### src/rtl/bitblaster_pkg.sv
// ---------------------------------------------------------------------------
// bitblaster_pkg
// Shared definitions for the 10-bit processor control path:
//   - opcode_e   : 4-bit instruction opcodes (0000-0111 defined, rest undefined)
//   - alu_op_e   : 3-bit ALU operation codes driven on ALUcont
//   - tstep_e    : the four timesteps T0-T3
//   - instruction field bit positions
//   - helpers: one-hot register select, ALU-op classification and mapping
// ---------------------------------------------------------------------------
package bitblaster_pkg;

    typedef enum logic [3:0] {
        OP_LD  = 4'b0000,
        OP_MOV = 4'b0001,
        OP_ADD = 4'b0010,
        OP_SUB = 4'b0011,
        OP_AND = 4'b0100,
        OP_OR  = 4'b0101,
        OP_XOR = 4'b0110,
        OP_NOT = 4'b0111
    } opcode_e;

    typedef enum logic [2:0] {
        ALU_ADD = 3'd0,
        ALU_SUB = 3'd1,
        ALU_AND = 3'd2,
        ALU_OR  = 3'd3,
        ALU_XOR = 3'd4,
        ALU_NOT = 3'd5
    } alu_op_e;

    typedef enum logic [1:0] {
        T0 = 2'd0,
        T1 = 2'd1,
        T2 = 2'd2,
        T3 = 2'd3
    } tstep_e;

    // Instruction word layout: [9:6] opcode, [5:4] Rx, [3:2] Ry, [1:0] unused.
    localparam int INSTR_W = 10;
    localparam int OP_MSB  = 9;
    localparam int OP_LSB  = 6;
    localparam int RX_MSB  = 5;
    localparam int RX_LSB  = 4;
    localparam int RY_MSB  = 3;
    localparam int RY_LSB  = 2;

    // Register index to one-hot select for the four general registers.
    function automatic logic [3:0] reg_onehot(input logic [1:0] idx);
        logic [3:0] sel;
        sel      = 4'b0000;
        sel[idx] = 1'b1;
        return sel;
    endfunction

    // Opcodes that run the three-step A/G ALU sequence.
    function automatic logic is_alu_op(input logic [3:0] op);
        return (op >= OP_ADD) && (op <= OP_NOT);
    endfunction

    function automatic logic [2:0] alu_code(input logic [3:0] op);
        logic [2:0] code;
        case (op)
            OP_ADD:  code = ALU_ADD;
            OP_SUB:  code = ALU_SUB;
            OP_AND:  code = ALU_AND;
            OP_OR:   code = ALU_OR;
            OP_XOR:  code = ALU_XOR;
            OP_NOT:  code = ALU_NOT;
            default: code = ALU_ADD;
        endcase
        return code;
    endfunction

endpackage

### src/rtl/instr_sequencer_tstep_counter.sv
// ---------------------------------------------------------------------------
// tstep_counter
// 2-bit timestep counter, updated on the falling edge of CLKb.
// Ports:
//   CLKb      in  clock (falling edge active)
//   CLRb      in  asynchronous active-low reset -> count = 0
//   i_clear   in  synchronous clear (wins over enable)
//   i_enable  in  synchronous count enable
//   o_count   out current count
// ---------------------------------------------------------------------------
module tstep_counter (
    input  logic       CLKb,
    input  logic       CLRb,
    input  logic       i_clear,
    input  logic       i_enable,
    output logic [1:0] o_count
);

    logic [1:0] r_count;

    // NOTE: sequential state uses non-blocking assignments so every register
    // samples pre-edge values, independent of block evaluation order.
    always_ff @(negedge CLKb or negedge CLRb) begin
        if (!CLRb) begin
            r_count <= 2'd0;
        end else if (i_clear) begin
            r_count <= 2'd0;
        end else if (i_enable) begin
            r_count <= r_count + 2'd1;
        end
    end

    assign o_count = r_count;

endmodule

### src/rtl/instr_sequencer.sv
// ---------------------------------------------------------------------------
// instr_sequencer
// Control unit for the 10-bit processor. Latches an instruction in T0 when
// Run is high, steps it through T1-T3 and decodes (timestep, IR) into the
// register-file, bus and ALU strobes. All state changes on the falling edge.
//
// Ports:
//   CLKb     in   clock, falling edge active
//   CLRb     in   asynchronous active-low reset
//   Run      in   start request, sampled only in T0
//   INSTR    in   instruction word {opcode[3:0], Rx[1:0], Ry[1:0], 2'bxx}
//   IRin     out  IR load strobe (= Run in T0)
//   Rin      out  one-hot register write enable
//   Rout     out  one-hot register bus drive
//   ExtOut   out  external data drives the bus
//   Ain      out  A register load
//   Gin      out  G register load
//   Gout     out  G drives the bus
//   ALUcont  out  ALU operation (0 whenever Gin is low)
//   Done     out  last timestep of the current instruction
//   Tstep    out  current timestep (debug)
//   ILL      out  undefined opcode trap, only when
//                 INSTR_SEQUENCER_ILLEGAL_TRAP_EN is defined
//
// Configuration macro: INSTR_SEQUENCER_ILLEGAL_TRAP_EN
// ---------------------------------------------------------------------------
module instr_sequencer
    import bitblaster_pkg::*;
#(
    // Fixed at 4: the register fields are 2 bits wide.
    parameter int NREG = 4
) (
    input  logic                CLKb,
    input  logic                CLRb,
    input  logic                Run,
    input  logic [INSTR_W-1:0]  INSTR,
    output logic                IRin,
    output logic [NREG-1:0]     Rin,
    output logic [NREG-1:0]     Rout,
    output logic                ExtOut,
    output logic                Ain,
    output logic                Gin,
    output logic                Gout,
    output logic [2:0]          ALUcont,
    output logic                Done,
    output logic [1:0]          Tstep
`ifdef INSTR_SEQUENCER_ILLEGAL_TRAP_EN
    ,
    output logic                ILL
`endif
);

    logic [INSTR_W-1:0] r_ir;
    logic [1:0]         w_t;
    logic               w_enable;
    logic [3:0]         w_op;
    logic [1:0]         w_rx;
    logic [1:0]         w_ry;
    logic               w_ill;
    logic               w_unused;

    // -----------------------------------------------------------------------
    // Timestep counter: Done returns to T0, otherwise advance outside T0 or
    // on a Run fetch. T3 without Done cannot occur for defined opcodes.
    // -----------------------------------------------------------------------
    assign w_enable = (w_t != T0) | Run;

    tstep_counter u_tstep (
        .CLKb     (CLKb),
        .CLRb     (CLRb),
        .i_clear  (Done),
        .i_enable (w_enable),
        .o_count  (w_t)
    );

    // -----------------------------------------------------------------------
    // Instruction register: loads only on the T0 fetch edge, so it stays
    // stable for the whole instruction regardless of INSTR/Run activity.
    // -----------------------------------------------------------------------
    always_ff @(negedge CLKb or negedge CLRb) begin
        if (!CLRb) begin
            r_ir <= '0;
        end else if (IRin) begin
            r_ir <= INSTR;
        end
    end

    assign w_op = r_ir[OP_MSB:OP_LSB];
    assign w_rx = r_ir[RX_MSB:RX_LSB];
    assign w_ry = r_ir[RY_MSB:RY_LSB];

    // -----------------------------------------------------------------------
    // Control decode. Only one of Rout/ExtOut/Gout is set in any arm, which
    // keeps the shared bus single-driver.
    // -----------------------------------------------------------------------
    always_comb begin
        // NOTE: every output gets a default first so no path through the
        // case statements leaves a signal unassigned (no latch inferred).
        IRin    = 1'b0;
        Rin     = '0;
        Rout    = '0;
        ExtOut  = 1'b0;
        Ain     = 1'b0;
        Gin     = 1'b0;
        Gout    = 1'b0;
        ALUcont = ALU_ADD;
        Done    = 1'b0;
        w_ill   = 1'b0;

        case (w_t)
            T0: begin
                IRin = Run;
            end

            T1: begin
                case (w_op)
                    OP_LD: begin
                        ExtOut = 1'b1;
                        Rin    = reg_onehot(w_rx);
                        Done   = 1'b1;
                    end
                    OP_MOV: begin
                        Rout = reg_onehot(w_ry);
                        Rin  = reg_onehot(w_rx);
                        Done = 1'b1;
                    end
                    OP_ADD, OP_SUB, OP_AND, OP_OR, OP_XOR, OP_NOT: begin
                        Rout = reg_onehot(w_rx);
                        Ain  = 1'b1;
                    end
                    default: begin
                        // Undefined opcode: single-step NOP.
                        Done  = 1'b1;
                        w_ill = 1'b1;
                    end
                endcase
            end

            T2: begin
                if (is_alu_op(w_op)) begin
                    Gin     = 1'b1;
                    ALUcont = alu_code(w_op);
                    // NOT is unary: the bus stays undriven this step.
                    if (w_op != OP_NOT) begin
                        Rout = reg_onehot(w_ry);
                    end
                end
            end

            T3: begin
                if (is_alu_op(w_op)) begin
                    Gout = 1'b1;
                    Rin  = reg_onehot(w_rx);
                    Done = 1'b1;
                end
            end

            default: ;
        endcase
    end

    assign Tstep = w_t;

`ifdef INSTR_SEQUENCER_ILLEGAL_TRAP_EN
    assign ILL      = w_ill;
    assign w_unused = ^r_ir[1:0];
`else
    assign w_unused = ^{r_ir[1:0], w_ill};
`endif

endmodule

### config.mk
export PLATFORM = sky130hd
export DESIGN_NAME = instr_sequencer
export DESIGN_NICKNAME = d
export VERILOG_FILES = /design/src/rtl/bitblaster_pkg.sv /design/src/rtl/instr_sequencer_tstep_counter.sv /design/src/rtl/instr_sequencer.sv
export SDC_FILE = /design/constraint.sdc
export NUM_CORES = 1
export LEC_CHECK = 0
export CAP_MARGIN = 10
export CORE_MARGIN = 2
export CORE_UTILIZATION = 42
export CTS_CLUSTER_DIAMETER = 60
export DETAILED_ROUTE_END_ITERATION = 6
export GPL_ROUTABILITY_DRIVEN = 0
export PLACE_DENSITY = 0.78
export SYNTH_ARGS = -nofsm -noshare
export SYNTH_HDL_FRONTEND = slang
export SYNTH_SLANG_ARGS = --single-unit
### constraint.sdc
create_clock -name CLKb -period 2.9 [get_ports CLKb]
set_input_delay 0.29 -clock CLKb [delete_from_list [all_inputs] [get_ports CLKb]]
set_output_delay 0.29 -clock CLKb [all_outputs]
set_load 0.03 [all_outputs]
==> reports/metrics.csv, run 1 <==
metric;value;unit
outcome;did not finish;
flow.stopped_at;global routing;
stop_error;[ERROR DPL-0033] detailed placement checks failed during check placement.;
postSynth.asyncResetShare;100;%
endpoint_type;output port;
largest_net_degree_at_the_start_of_global_routing;11;
placed_cell_area;0.00118;mm^2
boundaryPins;32;
place.port_buffers;29;
syn-instance-count;68;
dpl_worst_slack;-0.500;ns
dieWidth;43.8;um
synth_top_family_by_area;simple AND/OR/NAND/NOR gates;
holdBufCountCts;0;
synthDominantCellAreaShare;37.7;%
synth_enable_flop_cells;0;
floorplan.die.height;43.8;um
synth_simple_gate_area_share;25.2;%
syn_avg_cell_area;9.77;um^2
area_of_the_mapped_netlist;664;um^2
cts_max_path_buffers;2;
synth-compound-area-share;8.66;%
yosys.area.top_type;sky130_fd_sc_hd__dfrtn_1;
repair-timing-grt-worst-ep;Rout[0];
synthTopCellsByCount;sky130_fd_sc_hd__dfrtn_1 (10), sky130_fd_sc_hd__nor2_1 (10), sky130_fd_sc_hd__mux2_2 (9);
clockRootBuffer;sky130_fd_sc_hd__clkbuf_4;
yosys.area_share.xor_xnor;1.32;%
yosys.cell_types.count;24;
antenna_violations_before_repair;0;
synth_fa_ha_area_share;7.53;%
synth-seq-area-share;37.7;%
cts.htree.levels;1;
fp-row-count;14;
syn_nets;85;
starting_density_of_the_core;44.6;%
yosys-mux-area-fraction;16.8;%
cts_inserted_buffers;3;
hpwl_reported_at_the_end_of_detailed_placement;1.49;mm
ys_warn_count;0;
ys_seq_elements;10;
synth-main-ff-cell;sky130_fd_sc_hd__dfrtn_1;
netlist_top_cells_area;sky130_fd_sc_hd__dfrtn_1 (38%), sky130_fd_sc_hd__mux2_2 (15%), sky130_fd_sc_hd__ha_1 (7.5%);
clkSinkCount;10;
==> through the flow <==
stage / instances / hold slack [ns]
floorplan: 68 / 0.491
global placement: 127 / 0.505
detailed placement: 127 / 0.513
CTS: 136 / 0.528
==> kinds of logic after synthesis <==
| group | count (synthesis) |
|---|---|
| multiplexers | 10 |
| buffers and inverters | 5 |
| adder cells (fa/ha/maj) | 4 |
| AND/OR/NAND/NOR | 30 |
| AO/OA/AOI/OAI | 8 |
| flip-flops | 10 |
| XOR/XNOR | 1 |
==> timing repair <==
action | CTS
hold endpoints to repair | 0
gates resized for setup | 45
setup endpoints to repair | 17
pin swaps | 3
setup buffers | 5
==> run 2, diff against run 1 <==
CORE_AREA = 2 2 63 65   (was default)
CORE_MARGIN = default   (was 2)
CORE_UTILIZATION = default   (was 42)
CTS_CLUSTER_DIAMETER = default   (was 60)
DIE_AREA = 0 0 65 67   (was default)
PLACE_DENSITY = default   (was 0.78)
PLACE_DENSITY_LB_ADDON = 0.15   (was default)
==> reports/metrics.csv, run 2 <==
metric;value;unit;change
outcome;finished, violations left;;was did not finish
violations;negative setup slack;;
ys_warn_count;0;;unchanged
grt_pass1_vias;726;;
clkSinkCount;10;;unchanged
layout_commonest_cell;sky130_fd_sc_hd__buf_4;;
worst_slack;-0.637;ns;
tightestPinTransition;0.421;ns;
ant_nets;0;;
drt_first_pass_iters;2;;
min-delay-path-class;flop to flop;;
yosys.area.top_type;sky130_fd_sc_hd__dfrtn_1;;unchanged
combPwrFrac;75.2;%;
crit_type;flop to output pin;;
clkSlewWorstSetupHoldPaths;0.03;ns;
timing.final.setup_violations;17;;
postRouteWirelength;2.05;mm;
cpPeakStageDelay;0.40;ns;
via_per_inst;4.17;;
synthTopCellsByCount;sky130_fd_sc_hd__dfrtn_1 (10), sky130_fd_sc_hd__nor2_1 (10), sky130_fd_sc_hd__mux2_2 (9);;unchanged
boundaryPins;32;;unchanged
area_delta_synth_final;119;%;
hold_slack;0.533;ns;
crit_path_start_kind;flop;;
timing.critical_path.cells;inv_2 -> ha_2 -> or3b_4 -> o32a_4 -> o22ai_4 -> buf_6;;
utilization;40.4;%;
final.setup_skew;0.00117;ns;
worstPathArrival;3.25;ns;
power.static_leakage;0.630;nW;
detailedRoute.firstIterationViolations;9;;
postSynth.asyncResetShare;100;%;unchanged
powerDensity;1160;mW/mm^2;
synthDominantCellAreaShare;37.7;%;unchanged
synth_enable_flop_cells;0;;unchanged
clock_insertion_delay_worst_skew;0.25;ns;
holdBufCountCts;0;;unchanged
grt_overflow;0;;
syn_avg_cell_area;9.77;um^2;unchanged
dpl_worst_slack;-0.468;ns;was -0.500 ns
dr_total_vias;730;;
place.port_buffers;29;;unchanged
p_total;1.69;mW;
maxSlewHeadroom;71.9;%;
syn_nets;85;;unchanged
hold_viol;0;;
timing_max_transition_violations_final;0;;
antenna_violations_before_repair;0;;
core_region_area;0.00361;mm^2;
max-vdd-ir-drop;257;uV;
synth-seq-area-share;37.7;%;unchanged
switching_share;43.0;%;
mostFrequentLayoutCells;sky130_fd_sc_hd__buf_4 (32), sky130_fd_sc_hd__buf_6 (14), sky130_fd_sc_hd__clkdlybuf4s50_1 (10), sky130_fd_sc_hd__dfrtn_1 (10), sky130_fd_sc_hd__mux2_2 (8);;
wire_per_inst;11.7;um;
gr-usage-all-layers;10.2;%;
hpwl_reported_at_the_end_of_detailed_placement;1.67;mm;was 1.49 mm
starting_density_of_the_core;18.4;%;was 44.6%
cts_inserted_buffers;3;;unchanged
floorplan.die.height;67;um;was 43.8 um
cts_max_path_buffers;2;;unchanged
crit_path_top_delay_cell;sky130_fd_sc_hd__or3b_4;;
ys_seq_elements;10;;unchanged
tritoncts;yes;;
synth-main-ff-cell;sky130_fd_sc_hd__dfrtn_1;;unchanged
worst_ep_required_time;2.61;ns;
grt_setup_unrepaired;true;;
timing.max_cap.violations;0;;
fp-row-count;22;;was 14
largest_register;r_ir;;
endpoint_kind;output pin;;
p_seq_share;17.0;%;
antenna-diode-count;0;;
p_switching;728;uW;
grt_pass1_wl;3.31;mm;
die_outline_area;0.00436;mm^2;
area_of_the_mapped_netlist;664;um^2;unchanged
p_clk_share;7.8;%;
clockRootBuffer;sky130_fd_sc_hd__clkbuf_8;;was sky130_fd_sc_hd__clkbuf_4
final_nets;146;;
largest_reg_flops;8;;
yosys.cell_types.count;24;;unchanged
drt_drc_violations_left;0;;
largest_net_degree_at_the_start_of_global_routing;11;;
cell_internal_pwr;965;uW;
netlist_top_cells_area;sky130_fd_sc_hd__dfrtn_1 (38%), sky130_fd_sc_hd__mux2_2 (15%), sky130_fd_sc_hd__ha_1 (7.5%);;unchanged
crit_fanout;4;;
syn-instance-count;68;;unchanged
dieWidth;65;um;was 43.8 um
cts.htree.levels;1;;unchanged
layout-drive-gt1-share;69.3;%;
-- run 2: cell counts after synthesis --
No cell type changed its count.
-- run 2: what timing repair did --
| item | CTS | global route |
|---|---|---|
| gates resized for setup | 35 | 2 |
| buffers inserted | 9 | 0 |
| endpoints found under the hold margin | 0 | 0 |
| endpoints found under the setup margin | 17 | 17 |
| pin swaps | 4 | 2 |
| cloned | 0 | 0 |
-- run 2: power by group through the flow --
stage	clock network [mW]	logic [mW]	registers [mW]
final	0.132	1.27	0.288
after global routing	0.145	1.36	0.304
after CTS	0.139	1.26	0.286
after detailed placement	0	1.07	0.298
after global placement	0	1.07	0.296
after floorplan	0	0.611	0.331
-- run 2: layer usage --
layer  part of all wire (%)  track usage [%]  vias to the layer above  wire, um
li1                       -                -                      356         -
met1                     40             11.2                      357       818
met2                     55             18.9                       15      1130
met3                    4.4             2.20                        2        91
met4                   0.63             3.99                        0        13
met5                      0                0                        -         0
-- run 2: path summary, 6_finish.rpt --
kind | from | endpoint | slack (ns) | cells past startpoint
worst min-delay path | r_ir[4] | r_ir[4] | 0.53 | 1
min in group asynchronous | CLRb | u_tstep.o_count[0] | 1.69 | 1
worst min register to register | r_ir[4] | r_ir[4] | 0.53 | 1
worst max register to register | u_tstep.o_count[0] | r_ir[9] | 1.45 | 5
worst max-delay path | u_tstep.o_count[1] | Rout[2] | -0.64 | 6
max in group asynchronous | CLRb | r_ir[7] | 0.89 | 1
-- run 2: cell families (layout without fill, tap and decap cells) --
kind of cell,after synthesis,count (layout),share of synthesized area [%]
simple gates,30,30,25.2
xor+xnor,1,1,1.32
flops,10,10,37.7
compound gates,8,8,8.66
buf+inv,5,64,2.83
mux,10,10,16.8
fa+ha+maj,4,4,7.53
-- run 2: final cells by class --
class | count | area [um^2]
fill | 352 | 2150
multi-input combinational | 53 | 589
timing repair buffer | 56 | 498
sequential | 10 | 250
tap | 48 | 60.1
clock buffer | 3 | 41.3
inverter | 5 | 18.8
-- run 2: critical path: cells and delay by family, from the launching register on --
kind | cells | cell delay, ns
flip-flops | 1 | 0.36
adder cells (fa/ha/maj) | 1 | 0.18
buffers and inverters | 2 | 0.24
AO/OA/AOI/OAI | 2 | 0.36
AND/OR/NAND/NOR | 1 | 0.40
-- run 2: through the flow --
step / cell area (um^2) / cells / setup TNS, ns
5_1_grt: 1460 / 175 / -8.71
4_1_cts: 1450 / 175 / -7.55
6_report: 1460 / 175 / -7.49
2_1_floorplan: 805 / 68 / -6.05
3_3_place_gp: 1250 / 163 / -4.44
3_5_place_dp: 1250 / 163 / -4.62
Note: power is estimated with default switching activity, not from simulation.
==> run 3, diff against run 2 <==
clock period = 3.73 ns   (was 2.9 ns; I/O delays follow)
==> reports/metrics.csv, run 3 (synthesis results as in run 2) <==
metric;value;unit;change
outcome;finished, violations left;;unchanged
violations;negative setup slack;;unchanged
crit_family;simple AND/OR/NAND/NOR gates;;unchanged
dieWidth;65;um;unchanged
timing.max_cap.violations;0;;unchanged
timing.critical_path.from;u_tstep.o_count[1];;unchanged
path_buf_inv;2;;unchanged
hold_viol;0;;unchanged
end_point_of_the_critical_path;Rout[3];;was Rout[2]
cpPeakStageDelay;0.40;ns;about the same
clkSlewWorstSetupHoldPaths;0.03;ns;about the same
largest_net_degree_at_the_start_of_global_routing;11;;unchanged
worstSetupPathDepth;6;;unchanged
fp-row-count;22;;unchanged
worst_slack;-0.309;ns;was -0.637 ns
final.setup_skew;0.000677;ns;was 0.00117 ns
layout_commonest_cell;sky130_fd_sc_hd__buf_4;;unchanged
tritoncts;yes;;unchanged
grt_setup_unrepaired;true;;unchanged
via_per_inst;3.96;;was 4.17
fillCellCount;379;;was 352
hpwl_reported_at_the_end_of_detailed_placement;1.59;mm;was 1.67 mm
min-delay-path-class;flop to flop;;unchanged
max-vdd-ir-drop;172;uV;was 257 uV
power.static_leakage;0.582;nW;was 0.630 nW
wire_per_inst;11.4;um;was 11.7 um
tightestPinTransition;0.424;ns;was 0.421 ns
grt_overflow;0;;unchanged
core_region_area;0.00361;mm^2;unchanged
antenna-diode-count;0;;unchanged
detailedRoute.firstIterationViolations;9;;unchanged
worst_ep_required_time;3.36;ns;was 2.61 ns
crit_path_start_kind;flop;;unchanged
cts.htree.levels;1;;unchanged
clock_insertion_delay_worst_skew;0.25;ns;about the same
dr_total_vias;661;;was 730
reg2reg_setup_slack;2.24;ns;was 1.45 ns
ant_nets;0;;unchanged
timing.rr.start;u_tstep.o_count[0];;unchanged
utilization;37.4;%;was 40.4%
timing_max_transition_violations_final;0;;unchanged
final.setup.tns;-2.60;ns;was -7.49 ns
timing.critical_path.cells;inv_2 -> ha_2 -> or3b_4 -> o32a_4 -> o22ai_4 -> buf_6;;unchanged
crit-reg2reg-capture;r_ir[8];;was r_ir[9]
area.sequential;250;um^2;unchanged
worstPathArrival;3.67;ns;was 3.25 ns
mostFrequentLayoutCells;sky130_fd_sc_hd__buf_4 (23), sky130_fd_sc_hd__buf_6 (12), sky130_fd_sc_hd__clkdlybuf4s50_1 (10), sky130_fd_sc_hd__dfrtn_1 (10), sky130_fd_sc_hd__mux2_2 (8);;was sky130_fd_sc_hd__buf_4 (32), sky130_fd_sc_hd__buf_6 (14), sky130_fd_sc_hd__clkdlybuf4s50_1 (10), sky130_fd_sc_hd__dfrtn_1 (10), sky130_fd_sc_hd__mux2_2 (8)
final_nets;138;;was 146
maxSlewHeadroom;71.6;%;was 71.9%
crit_path_top_delay_cell;sky130_fd_sc_hd__or3b_4;;unchanged
timing.final.setup_violations;10;;was 17
clockRootBuffer;sky130_fd_sc_hd__clkbuf_8;;unchanged
grt_pass1_wl;3.15;mm;was 3.31 mm
drt_first_pass_iters;4;;was 2
clkSinkCount;10;;unchanged
largest_register;r_ir;;unchanged
boundaryPins;32;;unchanged
endpoint_kind;output pin;;unchanged
antenna_violations_before_repair;0;;unchanged
cts_inserted_buffers;3;;unchanged
p_total;1.19;mW;was 1.69 mW
worstRegToRegCells;5;;unchanged
multi_input_area;549;um^2;was 589 um^2
floorplan.die.height;67;um;unchanged
layout-drive-gt1-share;58.0;%;was 69.3%
postRouteWirelength;1.91;mm;was 2.05 mm
die_outline_area;0.00436;mm^2;unchanged
place.port_buffers;29;;unchanged
drt_drc_violations_left;0;;unchanged
grt_pass1_vias;669;;was 726
cts_max_path_buffers;2;;unchanged
gr-usage-all-layers;9.74;%;was 10.2%
starting_density_of_the_core;18.4;%;unchanged
largest_reg_flops;8;;unchanged
crit_fanout;4;;unchanged
powerDensity;880;mW/mm^2;was 1160 mW/mm^2
dpl_worst_slack;-0.128;ns;was -0.468 ns
area_delta_synth_final;103;%;was 119%
hold_slack;0.515;ns;was 0.533 ns
crit_type;flop to output pin;;unchanged
-- run 3: repair_timing --
action | 4_1_cts | 5_1_grt
endpoints found under the setup margin | 13 | 14
hold buffers | 0 | 0
setup buffers | 2 | 1
pin swaps | 2 | 0
gates resized for setup | 23 | 8
-- run 3: stage by stage --
| step | area [um^2] | instances |
|---|---|---|
| after floorplan | 773 | 68 |
| after global placement | 1210 | 161 |
| after detailed placement | 1210 | 161 |
| after CTS | 1310 | 166 |
| after global routing | 1350 | 167 |
| final | 1350 | 167 |
-- run 3: how the worst min path moves through the flow --
stage	from	endpoint	slack, ns	depth (start not counted)
after floorplan	r_ir[5]	r_ir[5]	0.49	1
after global placement	r_ir[4]	r_ir[4]	0.51	1
after detailed placement	r_ir[4]	r_ir[4]	0.52	1
after CTS	r_ir[4]	r_ir[4]	0.52	1
after global routing	r_ir[4]	r_ir[4]	0.55	1
final	r_ir[4]	r_ir[4]	0.52	1
-- run 3: metal layers --
metal  wire, um  up-vias  global-route usage [%]
li1           -      341                       -
met5          0        -                       0
met2        964       17                    16.4
met4         53        0                    7.18
met1        807      299                    11.5
met3         87        4                    1.01
-- run 3: area by class of cell --
type,instances,area share [%]
flip-flops and latches,10,18.5
repair buffers,48,31.9
well taps,48,4.45
multi-input cells,53,40.7
clock buffers,3,3.06
inverters,5,1.39
-- run 3: power breakdown --
| group | switching [mW] | leakage, nW | internal, mW |
|---|---|---|---|
| clock | 0.0360 | 0.0216 | 0.0701 |
| combinational | 0.440 | 0.441 | 0.427 |
| sequential | 0.0448 | 0.119 | 0.171 |
| total | 0.521 | 0.582 | 0.668 |
